===== config.mk =====
export PLATFORM = sky130hd
export DESIGN_NAME = sort_sequencer_flat
export DESIGN_NICKNAME = d
export VERILOG_FILES = /design/src/rtl/sort_sequencer_pkg.sv /design/src/rtl/sort_sequencer_if.sv /design/src/rtl/sort_sequencer_pair_compare.sv /design/src/rtl/sort_sequencer.sv /design/src/flat_wrapper.sv
export SDC_FILE = /design/constraint.sdc
export NUM_CORES = 1
export LEC_CHECK = 0
export CELL_PAD_IN_SITES_DETAIL_PLACEMENT = 1
export CELL_PAD_IN_SITES_GLOBAL_PLACEMENT = 1
export CORE_ASPECT_RATIO = 0.8
export CORE_MARGIN = 2
export CORE_UTILIZATION = 38
export CTS_BUF_LIST = sky130_fd_sc_hd__clkbuf_16
export DETAILED_ROUTE_END_ITERATION = 10
export PLACE_DENSITY = 0.88
export RECOVER_POWER = 100
export SYNTH_ARGS = -nofsm -noshare
export SYNTH_HDL_FRONTEND = slang
export SYNTH_HIERARCHICAL = 1
export SYNTH_SLANG_ARGS = --single-unit

===== constraint.sdc =====
create_clock -name clk -period 7.9 [get_ports clk]
set_input_delay 0.79 -clock clk [delete_from_list [all_inputs] [get_ports clk]]
set_output_delay 0.79 -clock clk [all_outputs]
set_load 0.03 [all_outputs]

===== src/rtl/sort_sequencer_pkg.sv =====
// Shared definitions for the sort sequencer and the register file it drives.
// Holds the FSM state encoding, default geometry and the derived width helpers.
package sort_sequencer_pkg;

  localparam int unsigned DefNumRegs = 8;
  localparam int unsigned DefDataW   = 4;

  typedef enum logic [1:0] {StIdle, StInit, StCmp, StDone} state_e;

  function automatic int unsigned addr_w(input int unsigned num_regs);
    return (num_regs > 1) ? $clog2(num_regs) : 1;
  endfunction

  // Wide enough for the worst case of one swap per comparison in every pass.
  function automatic int unsigned cnt_w(input int unsigned num_regs);
    return $clog2(num_regs * (num_regs - 1) / 2 + 1);
  endfunction

  localparam int unsigned DefAddrW = addr_w(DefNumRegs);

endpackage


===== src/rtl/sort_sequencer_if.sv =====
// Command/status bundle between the sort sequencer and its register file.
// The sequencer is the slave side; the register-file owner is the master.
interface sort_sequencer_if
  import sort_sequencer_pkg::*;
#(
  parameter int unsigned NUM_REGS = DefNumRegs,
  parameter int unsigned DATA_W   = DefDataW
) ();

  localparam int unsigned AW = addr_w(NUM_REGS);
  localparam int unsigned CW = cnt_w(NUM_REGS);

  logic              start;
  logic              skip_init;
  logic [DATA_W-1:0] r_in [NUM_REGS];
  logic              init;
  logic [AW-1:0]     x;
  logic [AW-1:0]     y;
  logic              swap;
  logic              busy;
  logic              done;
  logic [CW-1:0]     swap_cnt;

  modport slave (
    input  start, skip_init, r_in,
    output init, x, y, swap, busy, done, swap_cnt
  );

  modport master (
    output start, skip_init, r_in,
    input  init, x, y, swap, busy, done, swap_cnt
  );

endinterface


===== src/rtl/sort_sequencer_pair_compare.sv =====
// Decides whether two adjacent registers are in the wrong order for the sort direction.
// Equal operands are never reported out of order, so the sort is stable.
module sort_sequencer_pair_compare
  import sort_sequencer_pkg::*;
#(
  parameter int unsigned DATA_W     = DefDataW,
  parameter bit          DESCENDING = 1'b1
) (
  input  logic [DATA_W-1:0] a_i,
  input  logic [DATA_W-1:0] b_i,
  output logic              out_of_order_o
);

  assign out_of_order_o = DESCENDING ? (a_i < b_i) : (a_i > b_i);

endmodule


===== src/rtl/sort_sequencer.sv =====
// Bubble-sort sequencer: walks adjacent register pairs, issuing swaps to an external
// register file, and stops early once a whole pass completes without a swap.
module sort_sequencer
  import sort_sequencer_pkg::*;
#(
  parameter int unsigned NUM_REGS   = DefNumRegs,
  parameter int unsigned DATA_W     = DefDataW,
  parameter bit          DESCENDING = 1'b1
) (
  input logic             clk,
  input logic             reset,
  sort_sequencer_if.slave bus
);

  localparam int unsigned AW = addr_w(NUM_REGS);
  localparam int unsigned CW = cnt_w(NUM_REGS);
  localparam logic [AW-1:0] LastIdx = AW'(NUM_REGS - 2);

  state_e        state_q, state_d;
  logic [AW-1:0] pass_q, pass_d;
  logic [AW-1:0] idx_q, idx_d;
  logic [CW-1:0] cnt_q, cnt_d;
  logic          flag_q, flag_d;

  logic [AW-1:0]     idx_p1;
  logic [DATA_W-1:0] op_a, op_b;
  logic              out_of_order;
  logic              end_of_pass;
  logic              swapped_in_pass;

  assign idx_p1          = idx_q + AW'(1);
  assign op_a            = bus.r_in[idx_q];
  assign op_b            = bus.r_in[idx_p1];
  assign end_of_pass     = idx_q >= (LastIdx - pass_q);
  assign swapped_in_pass = flag_q | out_of_order;

  sort_sequencer_pair_compare #(
    .DATA_W    (DATA_W),
    .DESCENDING(DESCENDING)
  ) u_pair_compare (
    .a_i           (op_a),
    .b_i           (op_b),
    .out_of_order_o(out_of_order)
  );

  always_ff @(posedge clk) begin
    if (reset) begin
      state_q <= StIdle;
      pass_q  <= '0;
      idx_q   <= '0;
      cnt_q   <= '0;
      flag_q  <= 1'b0;
    end else begin
      state_q <= state_d;
      pass_q  <= pass_d;
      idx_q   <= idx_d;
      cnt_q   <= cnt_d;
      flag_q  <= flag_d;
    end
  end

  always_comb begin
    state_d = state_q;
    pass_d  = pass_q;
    idx_d   = idx_q;
    cnt_d   = cnt_q;
    flag_d  = flag_q;
    unique case (state_q)
      StIdle: begin
        if (bus.start) begin
          cnt_d   = '0;
          pass_d  = '0;
          idx_d   = '0;
          flag_d  = 1'b0;
          state_d = bus.skip_init ? StCmp : StInit;
        end
      end
      StInit: begin
        pass_d  = '0;
        idx_d   = '0;
        flag_d  = 1'b0;
        state_d = StCmp;
      end
      StCmp: begin
        if (out_of_order) cnt_d = cnt_q + CW'(1);
        if (!end_of_pass) begin
          idx_d  = idx_p1;
          flag_d = swapped_in_pass;
        end else if (!swapped_in_pass || (pass_q == LastIdx)) begin
          state_d = StDone;
        end else begin
          pass_d = pass_q + AW'(1);
          idx_d  = '0;
          flag_d = 1'b0;
        end
      end
      StDone:  state_d = StIdle;
      default: state_d = StIdle;
    endcase
  end

  always_comb begin
    bus.init     = (state_q == StInit);
    bus.busy     = (state_q == StInit) || (state_q == StCmp);
    bus.swap     = (state_q == StCmp) && out_of_order;
    bus.done     = (state_q == StDone);
    bus.x        = (state_q == StCmp) ? idx_q : '0;
    bus.y        = (state_q == StCmp) ? idx_p1 : '0;
    bus.swap_cnt = cnt_q;
  end

endmodule


===== src/flat_wrapper.sv =====
// flat-port wrapper written by rule: the top's interface ports become plain ports
module sort_sequencer_flat import sort_sequencer_pkg::*;
#(
  parameter int unsigned NUM_REGS   = DefNumRegs,
  parameter int unsigned DATA_W     = DefDataW,
  parameter bit          DESCENDING = 1'b1
)
  (clk, reset, bus_start, bus_skip_init, bus_r_in, bus_init, bus_x, bus_y, bus_swap, bus_busy, bus_done, bus_swap_cnt);
  sort_sequencer_if #(.NUM_REGS(NUM_REGS), .DATA_W(DATA_W)) bus_i ();
  input logic clk;
  input logic reset;
  input wire logic [$bits(bus_i.start)-1:0] bus_start;
  input wire logic [$bits(bus_i.skip_init)-1:0] bus_skip_init;
  input wire logic [$bits(bus_i.r_in)-1:0] bus_r_in;
  output wire logic [$bits(bus_i.init)-1:0] bus_init;
  output wire logic [$bits(bus_i.x)-1:0] bus_x;
  output wire logic [$bits(bus_i.y)-1:0] bus_y;
  output wire logic [$bits(bus_i.swap)-1:0] bus_swap;
  output wire logic [$bits(bus_i.busy)-1:0] bus_busy;
  output wire logic [$bits(bus_i.done)-1:0] bus_done;
  output wire logic [$bits(bus_i.swap_cnt)-1:0] bus_swap_cnt;
  assign bus_i.start = bus_start;
  assign bus_i.skip_init = bus_skip_init;
  assign bus_i.r_in = {>>{bus_r_in}};
  assign bus_init = bus_i.init;
  assign bus_x = bus_i.x;
  assign bus_y = bus_i.y;
  assign bus_swap = bus_i.swap;
  assign bus_busy = bus_i.busy;
  assign bus_done = bus_i.done;
  assign bus_swap_cnt = bus_i.swap_cnt;
  sort_sequencer #(.NUM_REGS(NUM_REGS), .DATA_W(DATA_W), .DESCENDING(DESCENDING)) u_core (.clk(clk), .reset(reset), .bus(bus_i));
endmodule

==> out/results.ini <==
[run_status]
status=complete, no violations

[layout]
fin_nets=253
layout_common_cells=clkdlybuf4s50_1 (35), dlygate4sd3_1 (15), mux4_1 (15), ha_1 (15), dfxtp_1 (14)
postLayoutCoreUtil_pct=53.0
antennaDiodeCount=0
syn_to_final_growth_pct=35.5
layout-drive-gt1-share_pct=8.50
fillCellCount=494
final_common_cell=clkdlybuf4s50_1

[clock_network]
cts_resized=0
clkLatencyLatePin_ns=0.25
cts_max_path_buffers=2
cts-root-buf=clkbuf_16
cts_tree=done
numCtsBuffers=3
hold_buffers=0
clkTransAtPathRegs_ns=0.05
post_cts_buffers=0
cts.sinks=14
htreeDepth=1

[floorplanning]
die_w_um=77.1
start_util_pct=39.1
core_area_um2=4150
io_pins=51
die_area_um2=4820
die_y_um=62.5
std_cell_rows=21

[synth]
syn-cell-area_um2=1620
syn-num-nets=208
ys_seq_area_share_pct=17.3
synth-edff-count=0
synth_cell_types=43
post_synth_inst_count=157
synthFlopType=dfxtp_1
yosysWarnings=6
ys_async_sr_fraction_pct=0
syn_area_per_cell_um2=10.3
ys_ff_latch=14

[grt]
gr-usage-met2_pct=35.2
top_usage_layer=met2
grt.total_usage_pct=20.2
first_global_vias=1570
antenna_found_initial=0
globalRouteOverflowTotal=0
grt_max_degree=21
grt_pass1_wl_mm=7.69
use_met3_pct=4.48
gr-usage-met1_pct=24.8

[route]
firstDrtPassIters=4
drt_iter0_drc=89
viasPerCell=5.54
ant_nets=0
drc=0
wl_mm=4.43
routedWlPerCell_um=17.2
via_count=1424

[placement]
pre_cts_slack_ns=3.37
dpl.hpwl_mm=3.48
gp_congestion=0.750
io_buffers=50

[timing]
finClkSkew_ns=0.00216
finalCriticalPeriod_ns=4.90
setup_tns_ns=0
rsz0062_at_grt=no
setup_viol=0
setup_slack_ns=3.00
max_freq_ghz=0.204
worstMarginPinSlew_ns=0.858
finalHoldViolations=0
min_period_over_period_pct=62.1
slew_viol_final=0
maxSlewHeadroom_pct=42.7

[power]
leakagePower_nw=0.871
peakVddDrop_mv=0.124
power.density_nw_per_um2=201
total_power_mw=0.443

[worst_hold_path]
hp-class=flop to flop

[worst_setup_path]
cp-start-kind=flop
path_max_fanout=20
critPathRequiredTime_ns=7.11
cp.arrival_ns=4.11
crit_path_end_kind=primary output
worst-setup-path-type=flop to primary output

[job]
cap_violations=0

[synth_stat cells, types with 2 or more instances]
| cell type | instances | area (um^2) |
|---|---|---|
| xor2_1 | 2 | 17.5 |
| nor2b_1 | 4 | 25.0 |
| nand4_1 | 4 | 25.0 |
| o2bb2ai_1 | 2 | 17.5 |
| nand2b_1 | 6 | 37.5 |
| inv_1 | 11 | 41.3 |
| clkbuf_1 | 4 | 15.0 |
| xnor2_1 | 3 | 26.3 |
| buf_6 | 2 | 22.5 |
| o22ai_1 | 2 | 12.5 |
| nand3_1 | 2 | 10.0 |
| nor3_1 | 3 | 15.0 |
| mux2_2 | 9 | 101 |
| buf_2 | 4 | 20.0 |
| nand3b_1 | 2 | 15.0 |
| nand2_1 | 7 | 26.3 |
| and2_1 | 6 | 37.5 |
| mux2i_1 | 3 | 30.0 |
| ha_1 | 15 | 188 |
| a21oi_1 | 4 | 20.0 |
| nor2_1 | 8 | 30.0 |
| dfxtp_1 | 14 | 280 |
| mux4_1 | 15 | 394 |
| o21ai_0 | 2 | 10.0 |
| a31oi_1 | 3 | 18.8 |
| o32ai_1 | 3 | 26.3 |
[critical path, stage by stage (launching register included)]
cell           delay [ns]
dfxtp_1              0.87
ha_1                 0.32
xor2_1               0.46
mux2_2               0.39
inv_1                0.06
ha_1                 0.21
a2111oi_0            0.32
or3_1                0.32
and2_1               0.16
dlygate4sd3_1        0.74
[layout make-up]
cell class	count	area (um^2)	share of cell area, %
Clock buffer	3	75.1	3.41
Inverter	11	41.3	1.88
Multi-Input combinational cell	122	1230	56.0
Sequential cell	14	280	12.7
Tap cell	57	71.3	3.24
Timing Repair Buffer	50	500	22.7
[metal layers]
layer  routed length, um  vias up
met5                   0        -
li1                    -      695
met3                 153        7
met4                  66        0
met2                2180       24
met1                2030      698
[where the power goes]
part	internal, mW	total [mW]	switching (mW)
combinational	0.113	0.253	0.140
sequential	0.0796	0.0947	0.0151
clock	0.0663	0.0962	0.0299
[kinds of logic after synthesis]
logic type	synth area share [%]
compound gates	11.4
xor+xnor	2.70
fa+ha+maj	11.6
buf+inv	6.09
flops	17.3
mux	33.7
simple gates	17.3
[path summary, 6_finish.rpt]
check	startpoint	to	slack, ns	depth (start not counted)
hold / removal	u_core/flag_q	u_core/flag_q	0.48	2
hold reg to reg	u_core/flag_q	u_core/flag_q	0.48	2
setup reg to reg	u_core/idx_q[0]	u_core/state_q[1]	3.73	11
setup / recovery	u_core/idx_q[0]	bus_swap	3.00	9
[stage by stage]
| step | std cells | cell area (um^2) | hold WS, ns |
|---|---|---|---|
| 2_1_floorplan | 157 | 1620 | 0.447 |
| 3_3_place_gp | 254 | 2140 | 0.465 |
| 3_5_place_dp | 254 | 2140 | 0.477 |
| 4_1_cts | 257 | 2210 | 0.484 |
| 5_1_grt | 257 | 2200 | 0.518 |
| 6_report | 257 | 2200 | 0.480 |
[state kept, by name, indices dropped and copies added, names as in the netlist]
name and count:
u_core/pass_q 3, u_core/bus.swap_cnt 5, u_core/idx_q 3, u_core/state_q 2, u_core/flag_q 1
No activity file was read; power rests on OpenSTA's default activity.
